`config.mk`:
```
export PLATFORM = sky130hd
export DESIGN_NAME = wshb_arbiter_flat
export DESIGN_NICKNAME = d
export VERILOG_FILES = /design/src/rtl/wshb_arb_pkg.sv /design/src/rtl/wshb_if.sv /design/src/rtl/wshb_arb_mux.sv /design/src/rtl/wshb_arbiter.sv /design/src/flat_wrapper.sv
export SDC_FILE = /design/constraint.sdc
export NUM_CORES = 1
export LEC_CHECK = 0
export ABC_AREA = 0
export BUFFER_PORTS_ARGS = -buffer_cell sky130_fd_sc_hd__buf_2
export CAP_MARGIN = 10
export CORE_AREA = 5 5 120 122
export CTS_CLUSTER_DIAMETER = 120
export CTS_CLUSTER_SIZE = 40
export DETAILED_ROUTE_END_ITERATION = 12
export DIE_AREA = 0 0 125 127
export PLACE_DENSITY = 0.47
export SETUP_SLACK_MARGIN = 0.05
export SYNTH_ARGS = -nofsm -noshare
export SYNTH_HDL_FRONTEND = slang
export SYNTH_HIERARCHICAL = 1
export SYNTH_SLANG_ARGS = --single-unit
```
`constraint.sdc`:
```
create_clock -name clk -period 2.36 [get_ports clk]
set_input_delay 0.118 -clock clk [delete_from_list [all_inputs] [get_ports clk]]
set_output_delay 0.118 -clock clk [all_outputs]
set_load 0.01 [all_outputs]
```
`src/rtl/wshb_arb_pkg.sv`:
```
`default_nettype none
// ============================================================================
//  Module      : wshb_arb_pkg
//  Description : Shared types and constants for the two-requester Wishbone
//                arbiter (arbiter state encoding, default ack timeout).
//  Ports       : none (package)
//  Revision    : 1.0  initial release
// ============================================================================
package wshb_arb_pkg;

    // Arbiter ownership states.
    typedef enum logic [1:0] {
        IDLE  = 2'd0,
        OWN0  = 2'd1,
        OWN1  = 2'd2,
        ABORT = 2'd3
    } arb_state_t;

    // Default number of cycles a granted transfer may wait for ack/err.
    localparam int DEFAULT_TIMEOUT = 1024;

endpackage
`default_nettype wire

```
`src/rtl/wshb_if.sv`:
```
`default_nettype none
// ============================================================================
//  Module      : wshb_if
//  Description : Wishbone classic bus bundle.
//  Ports       : master modport drives cyc/stb/we/adr/dat_ms/sel and receives
//                dat_sm/ack/err; slave modport is the mirror image.
//  Revision    : 1.0  initial release
// ============================================================================
interface wshb_if #(
    parameter int DATA_BYTES = 4,
    parameter int ADDR_WIDTH = 32
);
    logic                    cyc;
    logic                    stb;
    logic                    we;
    logic [ADDR_WIDTH-1:0]   adr;
    logic [8*DATA_BYTES-1:0] dat_ms;
    logic [8*DATA_BYTES-1:0] dat_sm;
    logic [DATA_BYTES-1:0]   sel;
    logic                    ack;
    logic                    err;

    modport master (
        output cyc, stb, we, adr, dat_ms, sel,
        input  dat_sm, ack, err
    );

    modport slave (
        input  cyc, stb, we, adr, dat_ms, sel,
        output dat_sm, ack, err
    );
endinterface
`default_nettype wire

```
`src/rtl/wshb_arb_mux.sv`:
```
`default_nettype none
// ============================================================================
//  Module      : wshb_arb_mux
//  Description : Purely combinational owner-select routing between two
//                Wishbone requesters and one shared target.
//  Ports       : i_own[1:0]       one-hot current owner (00 = nobody)
//                i_abort_err[1:0] one-hot err injection for a timed-out owner
//                ifs0, ifs1       requester bundles (slave side)
//                ifm              shared target bundle (master side)
//  Revision    : 1.0  initial release
// ============================================================================
module wshb_arb_mux (
    input  wire logic [1:0] i_own,
    input  wire logic [1:0] i_abort_err,
    wshb_if.slave           ifs0,
    wshb_if.slave           ifs1,
    wshb_if.master          ifm
);

    // Requester -> target: only the owner reaches the bus, otherwise all zero.
    assign ifm.cyc    = i_own[0] ? ifs0.cyc    : (i_own[1] ? ifs1.cyc    : 1'b0);
    assign ifm.stb    = i_own[0] ? ifs0.stb    : (i_own[1] ? ifs1.stb    : 1'b0);
    assign ifm.we     = i_own[0] ? ifs0.we     : (i_own[1] ? ifs1.we     : 1'b0);
    assign ifm.adr    = i_own[0] ? ifs0.adr    : (i_own[1] ? ifs1.adr    : '0);
    assign ifm.dat_ms = i_own[0] ? ifs0.dat_ms : (i_own[1] ? ifs1.dat_ms : '0);
    assign ifm.sel    = i_own[0] ? ifs0.sel    : (i_own[1] ? ifs1.sel    : '0);

    // Target -> requester: responses reach the owner only; a non-owner sees
    // a quiet bus so its pending request simply waits.
    assign ifs0.ack    = i_own[0] & ifm.ack;
    assign ifs0.err    = (i_own[0] & ifm.err) | i_abort_err[0];
    assign ifs0.dat_sm = i_own[0] ? ifm.dat_sm : '0;

    assign ifs1.ack    = i_own[1] & ifm.ack;
    assign ifs1.err    = (i_own[1] & ifm.err) | i_abort_err[1];
    assign ifs1.dat_sm = i_own[1] ? ifm.dat_sm : '0;

endmodule
`default_nettype wire

```
`src/rtl/wshb_arbiter.sv`:
```
`default_nettype none
// ============================================================================
//  Module      : wshb_arbiter
//  Description : Two-requester round-robin Wishbone arbiter with burst hold
//                and ack timeout. Requester 0 is the video frame-buffer
//                reader, requester 1 the pattern/image writer.
//  Ports       : clk        clock, rising edge
//                rst_n      synchronous active-low reset
//                wshb_ifs0  requester 0 bundle (slave side)
//                wshb_ifs1  requester 1 bundle (slave side)
//                wshb_ifm   shared SDRAM-side target (master side)
//                grant[1:0] one-hot current owner, 00 when nobody owns
//  Revision    : 1.0  initial release
// ============================================================================
module wshb_arbiter
    import wshb_arb_pkg::*;
#(
    parameter int DATA_BYTES = 4,
    parameter int ADDR_WIDTH = 32,
    parameter int TIMEOUT    = DEFAULT_TIMEOUT
) (
    input  wire logic       clk,
    input  wire logic       rst_n,
    wshb_if.slave           wshb_ifs0,
    wshb_if.slave           wshb_ifs1,
    wshb_if.master          wshb_ifm,
    output logic [1:0]      grant
);

    generate
        if (TIMEOUT < 2 || DATA_BYTES < 1 || ADDR_WIDTH < 1) begin : g_param_check
            $error("wshb_arbiter: TIMEOUT must be >= 2 and widths positive");
        end
    endgenerate

    localparam logic [1:0] c_IDLE  = IDLE;
    localparam logic [1:0] c_OWN0  = OWN0;
    localparam logic [1:0] c_OWN1  = OWN1;
    localparam logic [1:0] c_ABORT = ABORT;

    localparam int              c_CW       = $clog2(TIMEOUT + 1);
    localparam logic [c_CW-1:0] c_CNT_LAST = c_CW'(TIMEOUT - 1);
    localparam logic [c_CW-1:0] c_CNT_MAX  = c_CW'(TIMEOUT);

    logic [1:0]      r_state;
    logic            r_last_owner;
    logic [c_CW-1:0] r_cnt;

    logic [1:0]      w_own;
    logic [1:0]      w_abort_err;
    logic            w_own_cyc;
    logic            w_own_stb;
    logic            w_resp;
    logic            w_timeout;

    // Ownership is a pure decode of the state register, so grant never has a
    // combinational path from the request inputs.
    assign w_own[0] = (r_state == c_OWN0);
    assign w_own[1] = (r_state == c_OWN1);
    assign grant    = w_own;

    assign w_own_cyc = w_own[0] ? wshb_ifs0.cyc : (w_own[1] & wshb_ifs1.cyc);
    assign w_own_stb = w_own[0] ? wshb_ifs0.stb : (w_own[1] & wshb_ifs1.stb);
    assign w_resp    = wshb_ifm.ack | wshb_ifm.err;

    // A response in the last allowed cycle wins over the abort.
    assign w_timeout = w_own_stb & ~w_resp & (r_cnt == c_CNT_LAST);

    // last_owner already names the timed-out requester while in ABORT.
    assign w_abort_err = (r_state == c_ABORT) ? (r_last_owner ? 2'b10 : 2'b01) : 2'b00;

    always_ff @(posedge clk) begin
        if (!rst_n) begin
            r_state      <= c_IDLE;
            r_last_owner <= 1'b1;
            r_cnt        <= '0;
        end else begin
            case (r_state)
                c_IDLE: begin
                    r_cnt <= '0;
                    if (wshb_ifs0.cyc && wshb_ifs1.cyc) begin
                        // Contest: serve whoever was not served last.
                        r_state <= r_last_owner ? c_OWN0 : c_OWN1;
                    end else if (wshb_ifs0.cyc) begin
                        r_state <= c_OWN0;
                    end else if (wshb_ifs1.cyc) begin
                        r_state <= c_OWN1;
                    end
                end
                c_OWN0, c_OWN1: begin
                    if (!w_own_cyc) begin
                        r_state      <= c_IDLE;
                        r_last_owner <= (r_state == c_OWN1);
                        r_cnt        <= '0;
                    end else if (w_timeout) begin
                        r_state      <= c_ABORT;
                        r_last_owner <= (r_state == c_OWN1);
                        r_cnt        <= '0;
                    end else if (w_resp) begin
                        r_cnt <= '0;
                    end else if (w_own_stb && (r_cnt != c_CNT_MAX)) begin
                        r_cnt <= r_cnt + 1'b1;
                    end
                end
                c_ABORT: begin
                    r_state <= c_IDLE;
                    r_cnt   <= '0;
                end
                default: begin
                    r_state <= c_IDLE;
                    r_cnt   <= '0;
                end
            endcase
        end
    end

    wshb_arb_mux u_mux (
        .i_own       (w_own),
        .i_abort_err (w_abort_err),
        .ifs0        (wshb_ifs0),
        .ifs1        (wshb_ifs1),
        .ifm         (wshb_ifm)
    );

endmodule
`default_nettype wire

```
`src/flat_wrapper.sv`:
```
// flat-port wrapper written by rule: the top's interface ports become plain ports
module wshb_arbiter_flat import wshb_arb_pkg::*;
#(
    parameter int DATA_BYTES = 4,
    parameter int ADDR_WIDTH = 32,
    parameter int TIMEOUT    = DEFAULT_TIMEOUT
)
  (clk, rst_n, grant, wshb_ifs0_cyc, wshb_ifs0_stb, wshb_ifs0_we, wshb_ifs0_adr, wshb_ifs0_dat_ms, wshb_ifs0_sel, wshb_ifs0_dat_sm, wshb_ifs0_ack, wshb_ifs0_err, wshb_ifs1_cyc, wshb_ifs1_stb, wshb_ifs1_we, wshb_ifs1_adr, wshb_ifs1_dat_ms, wshb_ifs1_sel, wshb_ifs1_dat_sm, wshb_ifs1_ack, wshb_ifs1_err, wshb_ifm_cyc, wshb_ifm_stb, wshb_ifm_we, wshb_ifm_adr, wshb_ifm_dat_ms, wshb_ifm_sel, wshb_ifm_dat_sm, wshb_ifm_ack, wshb_ifm_err);
  wshb_if #(.DATA_BYTES(DATA_BYTES), .ADDR_WIDTH(ADDR_WIDTH)) wshb_ifs0_i ();
  wshb_if #(.DATA_BYTES(DATA_BYTES), .ADDR_WIDTH(ADDR_WIDTH)) wshb_ifs1_i ();
  wshb_if #(.DATA_BYTES(DATA_BYTES), .ADDR_WIDTH(ADDR_WIDTH)) wshb_ifm_i ();
  input  wire logic clk;
  input  wire logic rst_n;
  output logic [1:0] grant;
  input wire logic [$bits(wshb_ifs0_i.cyc)-1:0] wshb_ifs0_cyc;
  input wire logic [$bits(wshb_ifs0_i.stb)-1:0] wshb_ifs0_stb;
  input wire logic [$bits(wshb_ifs0_i.we)-1:0] wshb_ifs0_we;
  input wire logic [$bits(wshb_ifs0_i.adr)-1:0] wshb_ifs0_adr;
  input wire logic [$bits(wshb_ifs0_i.dat_ms)-1:0] wshb_ifs0_dat_ms;
  input wire logic [$bits(wshb_ifs0_i.sel)-1:0] wshb_ifs0_sel;
  output wire logic [$bits(wshb_ifs0_i.dat_sm)-1:0] wshb_ifs0_dat_sm;
  output wire logic [$bits(wshb_ifs0_i.ack)-1:0] wshb_ifs0_ack;
  output wire logic [$bits(wshb_ifs0_i.err)-1:0] wshb_ifs0_err;
  input wire logic [$bits(wshb_ifs1_i.cyc)-1:0] wshb_ifs1_cyc;
  input wire logic [$bits(wshb_ifs1_i.stb)-1:0] wshb_ifs1_stb;
  input wire logic [$bits(wshb_ifs1_i.we)-1:0] wshb_ifs1_we;
  input wire logic [$bits(wshb_ifs1_i.adr)-1:0] wshb_ifs1_adr;
  input wire logic [$bits(wshb_ifs1_i.dat_ms)-1:0] wshb_ifs1_dat_ms;
  input wire logic [$bits(wshb_ifs1_i.sel)-1:0] wshb_ifs1_sel;
  output wire logic [$bits(wshb_ifs1_i.dat_sm)-1:0] wshb_ifs1_dat_sm;
  output wire logic [$bits(wshb_ifs1_i.ack)-1:0] wshb_ifs1_ack;
  output wire logic [$bits(wshb_ifs1_i.err)-1:0] wshb_ifs1_err;
  output wire logic [$bits(wshb_ifm_i.cyc)-1:0] wshb_ifm_cyc;
  output wire logic [$bits(wshb_ifm_i.stb)-1:0] wshb_ifm_stb;
  output wire logic [$bits(wshb_ifm_i.we)-1:0] wshb_ifm_we;
  output wire logic [$bits(wshb_ifm_i.adr)-1:0] wshb_ifm_adr;
  output wire logic [$bits(wshb_ifm_i.dat_ms)-1:0] wshb_ifm_dat_ms;
  output wire logic [$bits(wshb_ifm_i.sel)-1:0] wshb_ifm_sel;
  input wire logic [$bits(wshb_ifm_i.dat_sm)-1:0] wshb_ifm_dat_sm;
  input wire logic [$bits(wshb_ifm_i.ack)-1:0] wshb_ifm_ack;
  input wire logic [$bits(wshb_ifm_i.err)-1:0] wshb_ifm_err;
  assign wshb_ifs0_i.cyc = wshb_ifs0_cyc;
  assign wshb_ifs0_i.stb = wshb_ifs0_stb;
  assign wshb_ifs0_i.we = wshb_ifs0_we;
  assign wshb_ifs0_i.adr = wshb_ifs0_adr;
  assign wshb_ifs0_i.dat_ms = wshb_ifs0_dat_ms;
  assign wshb_ifs0_i.sel = wshb_ifs0_sel;
  assign wshb_ifs0_dat_sm = wshb_ifs0_i.dat_sm;
  assign wshb_ifs0_ack = wshb_ifs0_i.ack;
  assign wshb_ifs0_err = wshb_ifs0_i.err;
  assign wshb_ifs1_i.cyc = wshb_ifs1_cyc;
  assign wshb_ifs1_i.stb = wshb_ifs1_stb;
  assign wshb_ifs1_i.we = wshb_ifs1_we;
  assign wshb_ifs1_i.adr = wshb_ifs1_adr;
  assign wshb_ifs1_i.dat_ms = wshb_ifs1_dat_ms;
  assign wshb_ifs1_i.sel = wshb_ifs1_sel;
  assign wshb_ifs1_dat_sm = wshb_ifs1_i.dat_sm;
  assign wshb_ifs1_ack = wshb_ifs1_i.ack;
  assign wshb_ifs1_err = wshb_ifs1_i.err;
  assign wshb_ifm_cyc = wshb_ifm_i.cyc;
  assign wshb_ifm_stb = wshb_ifm_i.stb;
  assign wshb_ifm_we = wshb_ifm_i.we;
  assign wshb_ifm_adr = wshb_ifm_i.adr;
  assign wshb_ifm_dat_ms = wshb_ifm_i.dat_ms;
  assign wshb_ifm_sel = wshb_ifm_i.sel;
  assign wshb_ifm_i.dat_sm = wshb_ifm_dat_sm;
  assign wshb_ifm_i.ack = wshb_ifm_ack;
  assign wshb_ifm_i.err = wshb_ifm_err;
  wshb_arbiter #(.DATA_BYTES(DATA_BYTES), .ADDR_WIDTH(ADDR_WIDTH), .TIMEOUT(TIMEOUT)) u_core (.clk(clk), .rst_n(rst_n), .wshb_ifs0(wshb_ifs0_i), .wshb_ifs1(wshb_ifs1_i), .wshb_ifm(wshb_ifm_i), .grant(grant));
endmodule
```
==> run_results.csv, run 1 <==
group,metric,value,unit
status,outcome,"finished clean",
synth,ys_warn_count,6,
drt,drt-total-wl,13020,um
clock_network,clockBufferDepth,2,
power,power_frac_clock,0.102,
clock_network,worstSkewPairLatency,250,ps
die,die-height,127,um
grt,grt_pass1_vias,3161,
grt,grt_usage,0.1468,
drt,drtIter0Drc,85,
run,max_cap_violations,0,
placed_design,gp_congestion,0.9110,
placed_design,numPortBuffers,318,
layout,multiInputGateArea,1697,um2
critical_path,critPathCaptureType,"flip-flop",
synth,synth-seq-cells,14,
critical_path,startpoint_type,"flip-flop",
critical_path,r2r_end,"u_core/r_state[1]",
clock_network,cts_tree,"yes",
layout,ff_latch_area,280.3,um2
grt,grt.overflow.total,0,
grt,grt_max_degree,63,
critical_path,reg2reg_depth,6,
power,vdd_drop_max,0.4056,mV
clock_network,cts_resized,0,
grt,grt_pass1_wl,18730,um
drt,viasPerCell,4.268,
critical_path,crit_fanout,7,
synth,synth-edff-count,0,
drt,vias,3167,
worst_hold_path,min_from,"rst_n",
die,core,13090,um2
die,dieArea,15880,um2
die,rows,42,
sta,finalHoldViolCount,0,
die,ios,319,
layout,final_layout_size_suffix_gt1_frac,0.7150,
sta,grt_setup_unrepaired,"no",
sta,slew_headroom,0.6426,
clock_network,cts_setup_buffers,0,
drt,wl_per_cell,17.54,um
power,share_comb_of_total_power,0.817,
sta,fmax,470.6,MHz
power,pwr-share-seq,0.080,
layout,nets,751,
grt,antenna_found_initial,1,
critical_path,critPathKind,"reg2reg",
worst_hold_path,hold_end,"u_core/r_last_owner",
placed_design,dpl.hpwl,11390,um
drt,antenna_left,0,
synth,synth_area,2222,um2
worst_hold_path,min_path_cells,2,
drt,drtPass1Iterations,4,
synth,ys_seq_area_frac,0.1261,
synth,ys.flop_type,"dfxtp_1",
clock_network,numCtsBuffers,3,
critical_path,cp_data_required_time,2540,ps
power,p_leak,0.002306,uW
sta,fin_setup_tns,0,ps
power,p_sw,1663,uW
clock_network,hold_buffers,0,
power,power.density,892.9,nW/um2
synth,avgSynthCellArea,8.514,um2
critical_path,cp_data_arrival_time,2300,ps
layout,fillers,1443,
die,die_w,125,um
synth,synth_cell_type_count,45,
sta,worst_pin_slew,536.1,ps
sta,maxSlewViolCount,0,
worst_hold_path,hold_path_class,"in2reg",
synth,synthCells,261,
layout,fin_cells,742,
die,start_util,0.1698,
sta,clock_skew,1.541,ps
power,p_int,1870,uW
critical_path,ff2ff_setup_slack,240,ps
synth,syn_nets,446,
drt,drc_errors,0,
clock_network,clk_pin_slew,50,ps
clock_network,cts_num_sinks,14,
power,swShare,0.4707,
sta,setup_viol,0,
sta,period_needed,2125,ps
placed_design,dp.cells,737,
layout,final_common_cell,"buf_2",
layout,syn2layout_area_growth,78.04,%
synth,async_flop_share,0,
sta,fin_crit_sh,0.9004,
clock_network,h-tree-depth,1,
clock_network,cts_root_buf,"clkbuf_16",
critical_path,worstReg2RegStart,"u_core/r_cnt[1]",
layout,most-common-layout-cells,"318 x buf_2, 64 x a22o_2, 63 x and2_1, 14 x dfxtp_1, 13 x nor2_1",
==> cell usage after synthesis (7+ instances only) <==
library cell / number / area [um2]
nor2_1: 13 / 48.80
clkbuf_1: 8 / 30.03
buf_12: 8 / 160.2
and2_1: 63 / 394.1
dfxtp_1: 14 / 280.3
nand2_1: 7 / 26.28
ha_1: 7 / 87.58
a22o_1: 7 / 61.31
a22o_2: 64 / 640.6
==> registers in the layout, summed over array words and instances, names as in the netlist <==
register and cells:
u_core/r_cnt 11, u_core/r_last_owner 1, u_core/r_state 2
==> metrics by stage <==
step | worst slack (ps) | util | hold slack (ps) | cell area (um2) | power, uW
finish | 235.1 | 0.3024 | 145.6 | 3956 | 3532
global route | 72.13 | 0.3024 | 151.0 | 3956 | 3813
CTS | 240.0 | 0.3022 | 142.1 | 3954 | 3579
detailed placement | 248.0 | 0.2954 | 397.1 | 3865 | 3211
global placement | 317.6 | 0.2954 | 388.3 | 3865 | 3207
floorplan | 434.1 | - | 312.7 | 2222 | 2306
==> final cells by class <==
class	count	share of cell area
antenna	1	0.0006325
clock buffer	4	0.02245
multi-input combinational	218	0.4288
tap	176	0.05566
timing repair buffer	324	0.4168
sequential	14	0.07084
inverter	5	0.004744
==> power groups by stage <==
stage	clock, uW	sequential, uW	combinational [uW]
2_1_floorplan	0	278	2030
6_report	361	284	2890
4_1_cts	368	284	2930
3_3_place_gp	0	285	2920
5_1_grt	381	288	3140
3_5_place_dp	0	288	2920
==> kinds of logic (layout without fill, tap and decap cells) <==
group,after synthesis,after routing,synth area share
other cells,0,1,0
buf+inv,29,333,0.1160
xor+xnor,7,7,0.02759
simple gates,110,110,0.2979
fa+ha+maj,7,7,0.03941
compound gates,91,91,0.3795
flops,14,14,0.1261
mux,3,3,0.01351
==> how the worst max path moves through the flow <==
stage	startpoint	to	slack, ps	cells past startpoint
finish	u_core/r_cnt[1]	u_core/r_state[1]	240	6
CTS	u_core/r_cnt[1]	u_core/r_state[1]	240	6
floorplan	u_core/r_cnt[0]	u_core/r_state[0]	430	6
global placement	u_core/r_cnt[1]	u_core/r_state[0]	320	6
detailed placement	u_core/r_cnt[1]	u_core/r_state[1]	250	6
global route	u_core/r_state[0]	u_core/r_cnt[2]	70	7
==> worst max-delay path, stage by stage, from the launching register on <==
cell,delay (ps)
dfxtp_1,430
ha_1,310
nand4_1,150
or4_1,440
o31a_1,350
a21oi_2,180
mux2i_1,200
==> layer usage <==
layer | up-vias | GRT usage | wire length [um]
met5 | - | 0 | 0
li1 | 1578 | - | -
met2 | 130 | 0.2816 | 7033
met4 | 0 | 0.02041 | 105
met3 | 8 | 0.03214 | 804
met1 | 1451 | 0.1706 | 5074
(Power assumes the default switching activity.)
==> run 2: changes to the inputs <==
- REMOVE_ABC_BUFFERS: not set -> 1
==> run_results.csv, run 2 (synthesis gave the netlist of run 1 again) <==
group,metric,value,unit
clock_network,cts_num_sinks,14,
power,power_frac_clock,0.100,
sta,clock_skew,0.8828,ps
layout,regMostFlops,"u_core/r_cnt",
placed_design,gp_congestion,0.8950,
sta,finalHoldViolCount,0,
worst_hold_path,min_from,"rst_n",
die,core,13090,um2
clock_network,cts_tree,"yes",
critical_path,critPathTopFamily,"simple AND/OR/NAND/NOR gates",
drt,drc_errors,0,
sta,fin_crit_sh,0.9024,
clock_network,clockBufferDepth,2,
die,ios,319,
critical_path,cp.depth,6,
drt,drt-total-wl,13100,um
grt,grt_pass1_vias,3159,
drt,drtPass1Iterations,5,
die,dieArea,15880,um2
die,start_util,0.1698,
critical_path,worstPathBufferInverterCount,0,
grt,grt_max_degree,59,
clock_network,numCtsBuffers,3,
grt,antenna_found_initial,6,
clock_network,clk_pin_slew,50,ps
critical_path,critPathMaxStageDelay,430,ps
power,power.density,895.8,nW/um2
sta,slew_headroom,0.6275,
drt,wl_per_cell,17.59,um
run,max_cap_violations,0,
layout,nets,752,
clock_network,cts_resized,0,
drt,antenna_left,0,
layout,reg_top3,"u_core/r_cnt x11, u_core/r_state x2, u_core/r_last_owner x1",
power,vdd_drop_max,0.3638,mV
critical_path,startpoint_type,"flip-flop",
sta,maxSlewViolCount,0,
power,pwr-share-seq,0.080,
sta,setup_viol,0,
worst_hold_path,min_path_cells,2,
layout,final_area,3969,um2
power,p_int,1879,uW
worst_hold_path,hold_path_class,"in2reg",
critical_path,cp_data_arrival_time,2300,ps
die,die-height,127,um
critical_path,critPathKind,"reg2reg",
sta,grt_setup_unrepaired,"no",
grt,grt_usage,0.1459,
drt,viasPerCell,4.365,
status,outcome,"finished clean",
clock_network,cts_setup_buffers,0,
layout,final_common_cell,"buf_2",
critical_path,crit_chain,"ha_1 > nand4_1 > or4_1 > o31a_1 > a21oi_2 > mux2i_1",
critical_path,startpoint,"u_core/r_cnt[1]",
placed_design,numPortBuffers,318,
critical_path,critPathCaptureType,"flip-flop",
layout,most-common-layout-cells,"318 x buf_2, 64 x a22o_2, 63 x and2_1, 14 x dfxtp_1, 13 x nor2_1",
clock_network,worstSkewPairLatency,240,ps
placed_design,dpl_cell_area,3872,um2
layout,largest_reg_flops,11,
layout,syn2layout_area_growth,78.60,%
critical_path,crit_fanout,7,
die,die_w,125,um
critical_path,cp_data_required_time,2530,ps
clock_network,h-tree-depth,1,
power,p_leak,0.002311,uW
critical_path,worstReg2RegStart,"u_core/r_cnt[1]",
layout,final_layout_size_suffix_gt1_frac,0.7155,
power,p_sw,1676,uW
grt,grt_pass1_wl,18710,um
power,share_comb_of_total_power,0.821,
clock_network,hold_buffers,0,
power,swShare,0.4714,
drt,vias,3252,
clock_network,cts_root_buf,"clkbuf_16",
critical_path,cp_slowest_cell,"dfxtp_1",
critical_path,reg2reg_depth,6,
placed_design,dpl.hpwl,11350,um
critical_path,ff2ff_setup_slack,230,ps
drt,drtIter0Drc,140,
sta,fmax,469.5,MHz
sta,worst_pin_slew,558.8,ps
die,rows,42,
sta,whs,141.2,ps
grt,grt.overflow.total,0,
sta,period_needed,2130,ps
## run 2: changes by cell type in the layout (fill, tap and decap cells not counted)
cell and change:
diode_2 +2, buf_4 +1
## run 2: power groups by stage
| stage | combinational, uW | sequential [uW] | clock [uW] |
|---|---|---|---|
| finish | 2920 | 284 | 354 |
| global route | 3160 | 286 | 368 |
| CTS | 2950 | 284 | 363 |
| detailed placement | 2940 | 288 | 0 |
| global placement | 2930 | 286 | 0 |
| floorplan | 1670 | 278 | 0 |
## run 2: worst paths after layout
kind,endpoint
worst min register to register,u_core/r_cnt[10]
worst max-delay path,u_core/r_state[1]
worst max register to register,u_core/r_state[1]
worst min-delay path,u_core/r_last_owner
## run 2: metrics by stage
stage	std cells	power, uW	setup TNS (ps)	utilization	setup WS [ps]
2_1_floorplan	237	1949	-102820	-	-1112
3_3_place_gp	738	3214	0	0.2959	327.2
3_5_place_dp	738	3230	0	0.2959	263.8
4_1_cts	742	3594	0	0.3027	228.6
5_1_grt	745	3817	0	0.3033	76.17
6_report	745	3555	0	0.3033	230.3
## run 2: final cells by class
cell class	instances	area [um2]
fill	1443	9116
multi-input combinational	218	1697
timing repair buffer	325	1657
sequential	14	280.3
tap	176	220.2
clock buffer	4	88.84
inverter	5	18.77
antenna	3	7.507
## run 2: routing by layer
layer  vias to the layer above  share of wire  routed length (um)  track usage
li1                       1579              -                   -            -
met1                      1514           0.38                4969       0.1700
met2                       141           0.54                7037       0.2695
met3                        14          0.071                 935      0.03881
met4                         4          0.010                 133      0.02997
met5                         -         0.0021                  28            0
## run 2: worst reg2reg max path: cells and delay by family (launching register included)
kind | cells | cell delay (ps)
AOI/OAI and AO/OA | 2 | 520
adders and majority gates | 1 | 300
DFF | 1 | 430
muxes | 1 | 220
and+or+nand+nor | 2 | 580
